## config.mk

```make
export PLATFORM = sky130hd
export DESIGN_NAME = mul_seq_ctrl
export DESIGN_NICKNAME = d
export VERILOG_FILES = /design/src/rtl/mul_seq_ctrl.sv
export SDC_FILE = /design/constraint.sdc
export NUM_CORES = 1
export LEC_CHECK = 0
export ABC_AREA = 1
export CAP_MARGIN = 20
export CORE_MARGIN = 3
export CORE_UTILIZATION = 46
export CTS_BUF_LIST = sky130_fd_sc_hd__clkbuf_8
export CTS_CLUSTER_SIZE = 30
export DETAILED_ROUTE_END_ITERATION = 12
export PLACE_DENSITY = 0.86
export SYNTH_ARGS = -nofsm -noshare
export SYNTH_HDL_FRONTEND = slang
export SYNTH_SLANG_ARGS = --single-unit
```

## constraint.sdc

```tcl
create_clock -name clk -period 3.3 [get_ports clk]
set_clock_uncertainty 0.05 [all_clocks]
set_input_delay 0.33 -clock clk [delete_from_list [all_inputs] [get_ports clk]]
set_output_delay 0.33 -clock clk [all_outputs]
set_load 0.005 [all_outputs]
```

## src/rtl/mul_seq_ctrl.sv

```systemverilog
// mul_seq_ctrl: multi-cycle WIDTHxWIDTH shift-add multiply sequencer.
// It borrows the shared arithmetic block as its adder. The block does one
// add step per cycle for WIDTH cycles, then holds a 2*WIDTH-bit product.
//
// Ports:
//   clk, rst_n        clock (rising edge), async active-low reset
//   start             request, accepted only while ready=1
//   is_signed         1 = two's-complement operands (sampled with start)
//   mcand, mplier     operands (sampled with start)
//   ready             idle, can accept start
//   done              one-cycle pulse, product valid from this cycle
//   product           registered result, held until the next multiply ends
//   alu_grant         1 = this block drives the shared ALU inputs
//   alu_A/B/Cin/sign  ALU operand drive (all zero when not granted)
//   alu_op            ALU op, always add
//   alu_out, alu_ofl  ALU sum and overflow/carry flag
module mul_seq_ctrl #(
  parameter int WIDTH = 16,
  parameter int CNT_W = 4
) (
  input  logic               clk,
  input  logic               rst_n,
  input  logic               start,
  input  logic               is_signed,
  input  logic [WIDTH-1:0]   mcand,
  input  logic [WIDTH-1:0]   mplier,
  output logic               ready,
  output logic               done,
  output logic [2*WIDTH-1:0] product,
  output logic               alu_grant,
  output logic [WIDTH-1:0]   alu_A,
  output logic [WIDTH-1:0]   alu_B,
  output logic               alu_Cin,
  output logic               alu_sign,
  output logic [1:0]         alu_op,
  input  logic [WIDTH-1:0]   alu_out,
  input  logic               alu_ofl
);

  localparam logic [1:0] IDLE = 2'd0;
  localparam logic [1:0] RUN  = 2'd1;
  localparam logic [1:0] DONE = 2'd2;

  logic [1:0]         state;
  logic [CNT_W-1:0]   cnt;
  logic [WIDTH-1:0]   p_hi, p_lo, m;
  logic               s;

  logic               run, last, sub;
  logic               x;
  logic [WIDTH-1:0]   h;
  logic [2*WIDTH-1:0] p_nxt;

  assign run  = (state == RUN);
  assign last = (cnt == CNT_W'(WIDTH-1));
  // The multiplier MSB has negative weight in signed mode, so the final
  // step subtracts the multiplicand (A + ~M + 1).
  assign sub  = s & last;

  assign ready     = (state == IDLE);
  assign done      = (state == DONE);
  assign alu_grant = run;
  assign alu_A     = run ? p_hi : '0;
  assign alu_B     = run ? (sub ? ~m : m) : '0;
  assign alu_Cin   = run & sub;
  assign alu_sign  = run & s;
  assign alu_op    = 2'b00;

  // X is bit WIDTH of the partial sum and is shifted into the top of P_hi.
  // Unsigned: the carry-out. Signed: the true sign of the WIDTH+1-bit sum,
  // which is the result MSB corrected by the overflow flag.
  always_comb begin
    h = p_hi;
    x = s & p_hi[WIDTH-1];
    if (p_lo[0]) begin
      h = alu_out;
      x = s ? (alu_out[WIDTH-1] ^ alu_ofl) : alu_ofl;
    end
    p_nxt = {x, h, p_lo[WIDTH-1:1]};
  end

  always_ff @(posedge clk or negedge rst_n) begin
    if (!rst_n) begin
      state   <= IDLE;
      cnt     <= '0;
      p_hi    <= '0;
      p_lo    <= '0;
      m       <= '0;
      s       <= 1'b0;
      product <= '0;
    end else begin
      case (state)
        IDLE: if (start) begin
          p_hi  <= '0;
          p_lo  <= mplier;
          m     <= mcand;
          s     <= is_signed;
          cnt   <= '0;
          state <= RUN;
        end
        RUN: begin
          {p_hi, p_lo} <= p_nxt;
          if (last) begin
            product <= p_nxt;
            state   <= DONE;
          end else begin
            cnt <= cnt + 1'b1;
          end
        end
        DONE:    state <= IDLE;
        default: state <= IDLE;
      endcase
    end
  end

endmodule

```

Yosys cells after proc, flatten, opt, wreduce, memory -nomap -nowiden
Cells that the tools add are included.
{"block": "totals", "input_bits": 53, "register_bits": 87}
{"block": "op_classes", "muxes": 16, "eq_ne": 6, "addsub": 1, "n_reduce_logical": 7, "bitwise_logic": 6}
{"op": "16-bit 2-to-1 mux", "n": 6}
{"op": "16-bit one-hot mux with 2 select lines", "n": 2}
{"op": "16-bit NOT", "n": 1}
{"op": "4-bit 2-to-1 mux", "n": 2}
{"op": "4-bit one-hot mux with 2 select lines", "n": 1}
{"op": "2-bit AND reduction", "n": 4}
{"op": "4-bit by 1-bit adder with 4-bit output (second input constant)", "n": 1}
{"op": "1-bit bitwise AND", "n": 4}
{"op": "4-bit == test (second input constant)", "n": 1}
{"op": "2-bit 2-to-1 mux", "n": 2}
{"op": "2-bit != test (second input constant)", "n": 2}
{"op": "2-bit one-hot mux with 2 select lines", "n": 1}
{"op": "3-bit AND reduction", "n": 1}
{"op": "2-bit by 1-bit == test with 1-bit output (second input constant)", "n": 1}
{"op": "2-bit == test (second input constant)", "n": 1}
{"op": "2-bit zero test", "n": 1}
{"op": "1-bit 2-to-1 mux", "n": 2}
{"op": "2-bit by 1-bit != test with 1-bit output (second input constant)", "n": 1}
{"op": "2-bit nonzero test", "n": 1}
{"op": "1-bit bitwise XOR", "n": 1}

Logic depth before layout (Yosys ltp)
Gate-level depths: netlist of run 1.
{"block": "depth", "depth_word": 4, "depth_mapped": 8, "mapped_depth_nobuf": 6}

Worst setup path after synthesis of run 1
Ideal clock, no wire load.
{"block": "synth_path", "path_type": "reg-to-output", "startpoint": "register cnt[0]", "endpoint": "output alu_B[10]", "t_arrival_ns": 1.232, "stages_incl_launch_ff": 7, "path_buffers": 1, "path_slack_ns": 1.688, "cell_sequence": "dfrtp_1 > ha_1 > nand3_4 > nor2_2 > buf_2 > nor2_1 > nor2_1"}
{"block": "synth_via", "elab_chain_len": 4}
{"item": "from (decl)", "line": "45", "rtl": "logic [CNT_W-1:0] cnt;"}
{"item": "from (signal assigned)", "line": "107", "rtl": "cnt <= cnt + 1'b1;"}
{"item": "4-bit == test", "line": "55", "rtl": "assign last = (cnt == CNT_W'(WIDTH-1));"}
{"item": "1-bit bitwise AND", "line": "58", "rtl": "assign sub = s & last;"}
{"item": "16-bit 2-to-1 mux (2 in a row)", "line": "64", "rtl": "assign alu_B = run ? (sub ? ~m : m) : '0;"}
{"item": "to (decl)", "line": "32", "rtl": "output logic [WIDTH-1:0] alu_B,"}
No other way between the ends.

Final worst setup path of run 1
{"block": "layout_path", "startpoint": "register cnt[0]", "endpoint": "output alu_B[12]"}
The elaborated chain is that of the path after synthesis.

==> results.md, run 1 <==
- Core Footprint: 8380 sq um
- Max VDD drop: 0.000374 V
- CP delay by family, top: buffers and inverters
- IO Count: 124
- Seq/Total Area, Yosys: 53.7%
- CP Launch Type: flip-flop
- Maximum clock rate: 0.370 GHz
- H-tree levels: 3
- Post-synthesis xor/xnor area fraction: 0%
- CTS Root Cell: clkbuf_8
- Multiplexer share of the synthesized area: 0%
- Max-slew violation count: 0
- DRT Wirelength: 10100 microns
- Complex-gate fraction of the synthesized area: 9.98%
- WP data required: 2.92 ns
- Number of gates resized after cts: 0
- Clock sinks: 87
- Vias after detailed routing: 3713
- Simple-Gate Fraction of Synth Area: 28.3%
- Worst-path clk slew: 0.08 ns
- DRT Pass-1 Iters: 4
- Final ANT Viol Nets: 0
- Critical setup path kind: reg -> out
- Latest clock arrival within the worst-skew pair: 0.35 ns
- Largest net degree at the start of global routing: 88
- Non-Filler Instances: 751
- Initial drt markers: 240
- Antenna violations before repair: 0
- Cell Area, Synth: 4050 sq um
- Antenna cell count: 0
- Num CTS Buffers: 9
- Asr flop ratio synth: 100%
- Met1 WL: 4340 microns
- Avg Vias per Cell: 4.94
- Critical Path Sink Type: output port
- Area share of fa/ha/maj cells after synthesis: 0.309%
- Worst slew pin tran: 0.839 ns
- CTS tree: done
- Final hold vios: 0
- Max-slew headroom: 44.1%
- Worst path cell trace: ha_1 -> nand3_4 -> nor2_2 -> buf_4 -> nor2_1 -> nor2_1 -> clkdlybuf4s50_1
- Syn Inst Count: 530
- Power Density: 908 nW/um^2
- Synthesis Warnings: 0
- Crit Path Max Fanout: 32
- Area Growth Syn to Fin: 35.7%
- Port bufs: 121
- Final nets: 695
- Final min period: 2.71 ns
- Dpl hpwl: 6990 microns
- DIE WIDTH: 99.8 microns
- Synth cell types: 25
- Mapped Avg Cell Area: 7.64 sq um
- Number of synthesized register bits: 87
- Endpoints failing setup: 0
- Outcome: completed
- Critical path's largest stage delay: 0.53 ns
- Crit path top cell by count: nor2_1
- Die ar.: 9970 sq um
- Die height: 99.8 microns
- CP Data Arrival Time: 2.33 ns
- EDFF count, synth: 0
- Worst path slowest cell: clkdlybuf4s50_1
- Row count: 33
- Grt total ovfl: 0
- Drc violations: 0
- GP Congestion: 0.780
- Total length of routed met3 wires: 682 microns
- Max Cap Viol: 0
- P_leak: 2.65 nW
- Top_reg_cell synth: dfrtp_1
- Largest family of logic cells by synthesized area: simple AND/OR/NAND/NOR gates
- WL met2: 4950 microns
- Hold crit path type: reg -> reg
- Layout cells sized above 1: 4.80%
- WP buf/inv: 2
- Setup TNS: 0 ns
- Placed insts: 733
- Uppermost layer routed: met4
- Unrepaired setup endpoints after global routing: no
- First-pass GRT wire length: 16800 microns
- Drt wl/cell: 13.5 microns
- Max Root-Sink Buffers: 2
- GRT Util Overall: 21.0%
- Period utilization: 82.0%
- Number of global-route vias before repair: 3549
- Starting Density: 48.3%
Yosys cell counts, types with 2 or more instances:
master	count	share of area [%]
inv_1	39	3.6
nand3_1	5	0.62
nand2_1	220	20
dfrtp_1	87	54
nor2_1	57	5.3
buf_4	2	0.37
o21ai_0	65	8.0
o22ai_1	3	0.46
buf_6	2	0.56
buf_2	18	2.2
nor2_2	2	0.31
o21ai_1	10	1.2
a21oi_1	2	0.25
clkbuf_1	6	0.56
nand2_2	2	0.31
placed cells by master, fill, tap and decap left out:
cell,n
o21ai_1,10
inv_2,1
clkinv_1,1
nor2_2,2
clkinv_4,1
buf_4,6
clkdlybuf4s50_1,120
nand4_1,1
buf_16,1
o21ai_0,65
inv_1,39
dfrtp_1,87
nand2_2,2
a21oi_1,2
clkinv_2,2
clkinvlp_4,1
nand2_1,220
inv_6,2
o22ai_1,3
nor3_1,1
or2_2,1
nand3_1,5
clkbuf_8,10
dlygate4sd3_1,1
nor2_8,1
conb_1,2
ha_1,1
nand3_4,1
nor2_1,57
tightest hold or removal path, stage by stage, from the launching register on:
cell and delay [ns]:
dfrtp_1 0.35, nand2_1 0.05, nand2_1 0.04
report_power, final:
group | switching, W | total (W) | internal (W)
clock network | 0.000385 | 0.000684 | 0.000298
registers | 0.000317 | 0.00189 | 0.00157
logic | 0.00121 | 0.00242 | 0.00121
cell families (layout without fill, tap and decap cells):
kind of cell    count (synthesis)  in the layout
compound gates                 80             80
fa+ha+maj                       1              1
buf+inv                        70            185
flops                          87             87
other cells                     1              2
simple gates                  291            291
final timing paths:
kind                                      endpoint  depth (start not counted)                    start  slack, ns
max                                      alu_B[12]                          7       cnt[0]$_DFFE_PN0P_       0.59
min in group asynchronous   product[6]$_DFFE_PN0P_                          2                    rst_n       0.45
min reg2reg                product[25]$_DFFE_PN0P_                          2  product[25]$_DFFE_PN0P_       0.43
max reg2reg                product[30]$_DFFE_PN0P_                          5     state[1]$_DFFE_PN0P_       1.19
min                        product[25]$_DFFE_PN0P_                          2  product[25]$_DFFE_PN0P_       0.43
max in group asynchronous         m[6]$_DFFE_PN0P_                          3                    rst_n       2.14
per-stage QoR:
stage | total power [W] | setup slack (ns) | hold WS, ns | area [sq um] | utilization [%]
6_report | 0.00499 | 0.595 | 0.426 | 5500 | 65.6
5_1_grt | 0.00543 | 0.468 | 0.445 | 5500 | 65.6
4_1_cts | 0.00503 | 0.582 | 0.160 | 5460 | 65.1
3_5_place_dp | 0.00433 | 0.984 | 0.409 | 5280 | 63.0
3_3_place_gp | 0.00422 | 1.06 | 0.405 | 5280 | 63.0
2_1_floorplan | 0.00310 | 1.69 | -0.0156 | 4060 | -
sequential cells by signal (all words and copies together), names as in the netlist:
register	count
state	2
cnt	4
product	32
m	16
s	1
p_hi	16
p_lo	16
repair_timing:
action	CTS	global route
hold buffers	0	1
buffers inserted	0	0
endpoints found under the hold margin	0	40
final cells by class:
cell class                      instances  area, sq um
Tap cell                              105          131
Timing Repair Buffer                  128         1280
Sequential cell                        87         2180
Clock inverter                          6         43.8
Inverter                               41          154
Fill cell                             691         2890
Clock buffer                           10          138
Multi-Input combinational cell        374         1570
per-layer routing:
metal  track usage [%]  up-vias
li1                  -     1848
met1              28.1     1744
met2              34.0      108
met3              5.28       13
met4              5.88        0
met5                 0        -
No activity file was read; power rests on OpenSTA's default activity.
==> inputs of run 2 (changes only) <==
CORE_UTILIZATION = 44   (was 46)
clock period = 2.2 ns   (was 3.3 ns; I/O delays follow)
==> run 2 against run 1 <==
  * Total power increased by 52%
  * Utilization decreased by 1.3 points
  * Design area increased by 3.5%
  * Sequential cell count unchanged
  * Worst hold slack got worse by 0.088 ns
  * Cell count increased by 2.4%
  * Critical path depth increased by 1
  * Global-route usage decreased by 0.19 points
==> results.md, run 2 (synthesis results as in run 1) <==
- Critical path's largest stage delay: 0.41 ns (was 0.53 ns)
- Antenna violations before repair: 0 (unchanged)
- Latest clock arrival within the worst-skew pair: 0.35 ns (about the same)
- CTS tree: done (unchanged)
- CP delay by family, top: buffers and inverters (unchanged)
- Critical Path Sink Type: output port (unchanged)
- GP Congestion: 0.821 (was 0.780)
- Critical setup path kind: reg -> out (unchanged)
- Max reg flops: 32 (unchanged)
- WL met2: 5310 microns (was 4950 microns)
- Max-slew headroom: 62.0% (was 44.1%)
- Max Cap Viol: 0 (unchanged)
- Die height: 102 microns (was 99.8 microns)
- Most common cell after layout, fill and taps aside: nand2_1 (unchanged)
- Max Root-Sink Buffers: 2 (unchanged)
- Period utilization: 96.1%
- Final nets: 710 (was 695)
- Final min period: 2.11 ns
- Avg Vias per Cell: 4.86 (was 4.94)
- Worst slew pin tran: 0.569 ns (was 0.839 ns)
- Top reg by flops: product (unchanged)
- Layout cells sized above 1: 7.26% (was 4.80%)
- DIE WIDTH: 102 microns (was 99.8 microns)
- Most frequent cells in the layout: nand2_1 (220), clkdlybuf4s50_1 (103), dfrtp_1 (87), o21ai_0 (65), nor2_1 (57) (was nand2_1 (220), clkdlybuf4s50_1 (120), dfrtp_1 (87), o21ai_0 (65), nor2_1 (57))
- First-pass GRT wire length: 17200 microns (was 16800 microns)
- WP buf/inv: 3 (was 2)
- Comb pwr share: 49.6% (was 48.4%)
- Uppermost layer routed: met4 (unchanged)
- Final ANT Viol Nets: 0 (unchanged)
- Clock sinks: 87 (unchanged)
- Initial drt markers: 214 (was 240)
- H-tree levels: 3 (unchanged)
- Starting Density: 45.8% (was 48.3%)
- Max VDD drop: 0.000650 V (was 0.000374 V)
- Antenna cell count: 0 (unchanged)
- Dpl hpwl: 7300 microns (was 6990 microns)
- Endpoints failing setup: 0 (unchanged)
- Number of global-route vias before repair: 3619 (was 3549)
- Total length of routed met3 wires: 762 microns (was 682 microns)
- Drt wl/cell: 13.8 microns (was 13.5 microns)
- Hold crit path type: in -> async (was reg -> reg)
- GRT Util Overall: 20.8% (was 21.0%)
- Outcome: completed (unchanged)
- Worst path cell trace: ha_4 -> nand3_4 -> nor2_4 -> buf_4 -> buf_12 -> nor2_1 -> nor2_1 -> dlygate4sd2_1 (was ha_1 -> nand3_4 -> nor2_2 -> buf_4 -> nor2_1 -> nor2_1 -> clkdlybuf4s50_1)
- WP data required: 1.93 ns (was 2.92 ns)
- Met1 WL: 4440 microns (was 4340 microns)
- Area Growth Syn to Fin: 40.4% (was 35.7%)
- Seq pwr share: 37.4% (was 37.9%)
- Row count: 34 (was 33)
- Switching power: 0.00293 W (was 0.00191 W)
- Grt total ovfl: 0 (unchanged)
- IO Count: 124 (unchanged)
- CP Data Arrival Time: 1.84 ns (was 2.33 ns)
- DP Worst Slack: 0.101 ns (was 0.984 ns)
- Final hold vios: 0 (unchanged)
- Power Density: 1330 nW/um^2 (was 908 nW/um^2)
- Non-Filler Instances: 769 (was 751)
- Crit Path Max Fanout: 16 (was 32)
- Clock power frac: 13.0% (was 13.7%)
- Worst-path clk slew: 0.09 ns (was 0.08 ns)
- Drc violations: 0 (unchanged)
- P_leak: 2.79 nW (was 2.65 nW)
- Fillers: 737 (was 691)
- PnR worst setup slack: 0.0859 ns (was 0.595 ns)
- Num CTS Buffers: 9 (unchanged)
- DRT Pass-1 Iters: 5 (was 4)
- CP Launch Type: flip-flop (unchanged)
- Sw Share: 38.7% (was 38.3%)
- Port bufs: 121 (unchanged)
- Internal: 0.00465 W (was 0.00308 W)
- Max-slew violation count: 0 (unchanged)
- Core Util, Final: 64.3% (was 65.6%)
- Crit path top cell by count: nor2_1 (unchanged)
- Core Footprint: 8850 sq um (was 8380 sq um)
- Maximum clock rate: 0.473 GHz
- Placed insts: 742 (was 733)
- CTS Root Cell: clkbuf_8 (unchanged)
- Vias after detailed routing: 3741 (was 3713)
- Largest net degree at the start of global routing: 47 (was 88)
- Pwr Total: 0.00758 W (was 0.00499 W)
- Worst path slowest cell: dfrtp_1 (was clkdlybuf4s50_1)
- Die ar.: 10400 sq um (was 9970 sq um)
- DRT Wirelength: 10600 microns (was 10100 microns)
==> run 2: cell types whose count changed in the layout (fill, tap and decap cells not counted), sizes merged, moves of 2 or more <==
| cell | before | now |
|---|---|---|
| clkdlybuf4s50 | 120 | 103 |
| dlygate4sd2 | 0 | 11 |
| clkdlybuf4s15 | 0 | 5 |
| clkinvlp | 1 | 3 |
| buf | 7 | 21 |
==> run 2: power by group through the flow <==
stage	Sequential, W	Clock (W)	Combinational (W)
2_1_floorplan	0.00275	0	0.00191
3_5_place_dp	0.00284	0	0.00376
5_1_grt	0.00292	0.00109	0.00422
4_1_cts	0.00282	0.00102	0.00375
3_3_place_gp	0.00281	0	0.00362
6_report	0.00283	0.000989	0.00376
==> run 2: repair_timing <==
item	CTS	global route
hold buffers	1	0
gates cloned	1	1
pin swaps	1	1
endpoints found under the hold margin	41	0
setup endpoints to repair	25	17
resized for setup	20	10
buffers inserted	6	2
==> run 2: worst paths after layout <==
| check | from | endpoint | slack (ns) | cells after the start |
|---|---|---|---|---|
| setup / recovery | cnt[1]$_DFFE_PN0P_ | alu_B[11] | 0.09 | 8 |
| hold / removal | rst_n | state[1]$_DFFE_PN0P_ | 0.34 | 2 |
| setup reg to reg | cnt[1]$_DFFE_PN0P_ | product[28]$_DFFE_PN0P_ | 0.33 | 8 |
| hold reg to reg | product[25]$_DFFE_PN0P_ | product[25]$_DFFE_PN0P_ | 0.43 | 2 |
| max in group asynchronous | rst_n | p_lo[12]$_DFFE_PN0P_ | 0.96 | 3 |
| min in group clk | mcand[13] | m[13]$_DFFE_PN0P_ | 0.34 | 3 |
==> run 2: metrics by stage <==
step | TNS, ns | instance area, sq um | hold slack [ns]
floorplan | 0 | 4060 | -0.126
global placement | 0 | 5380 | 0.194
detailed placement | 0 | 5380 | 0.201
CTS | 0 | 5630 | 0.324
global route | -0.0928 | 5690 | 0.334
finish | 0 | 5690 | 0.338
==> run 2: area by class of cell <==
| class | instances | area (sq um) | share of cell area (%) |
|---|---|---|---|
| timing repair buffer | 143 | 1460 | 25.6 |
| sequential | 87 | 2180 | 38.3 |
| multi-input combinational | 374 | 1590 | 28.0 |
| inverter | 41 | 154 | 2.71 |
| clock inverter | 7 | 48.8 | 0.858 |
| clock buffer | 9 | 124 | 2.18 |
| tap | 108 | 135 | 2.38 |
==> run 2: layer usage <==
layer  vias to the layer above  global-route usage, %
li1                       1877                      -
met1                      1731                   26.0
met2                       123                   35.1
met3                        10                   5.39
met4                         0                   7.37
met5                         -                      0
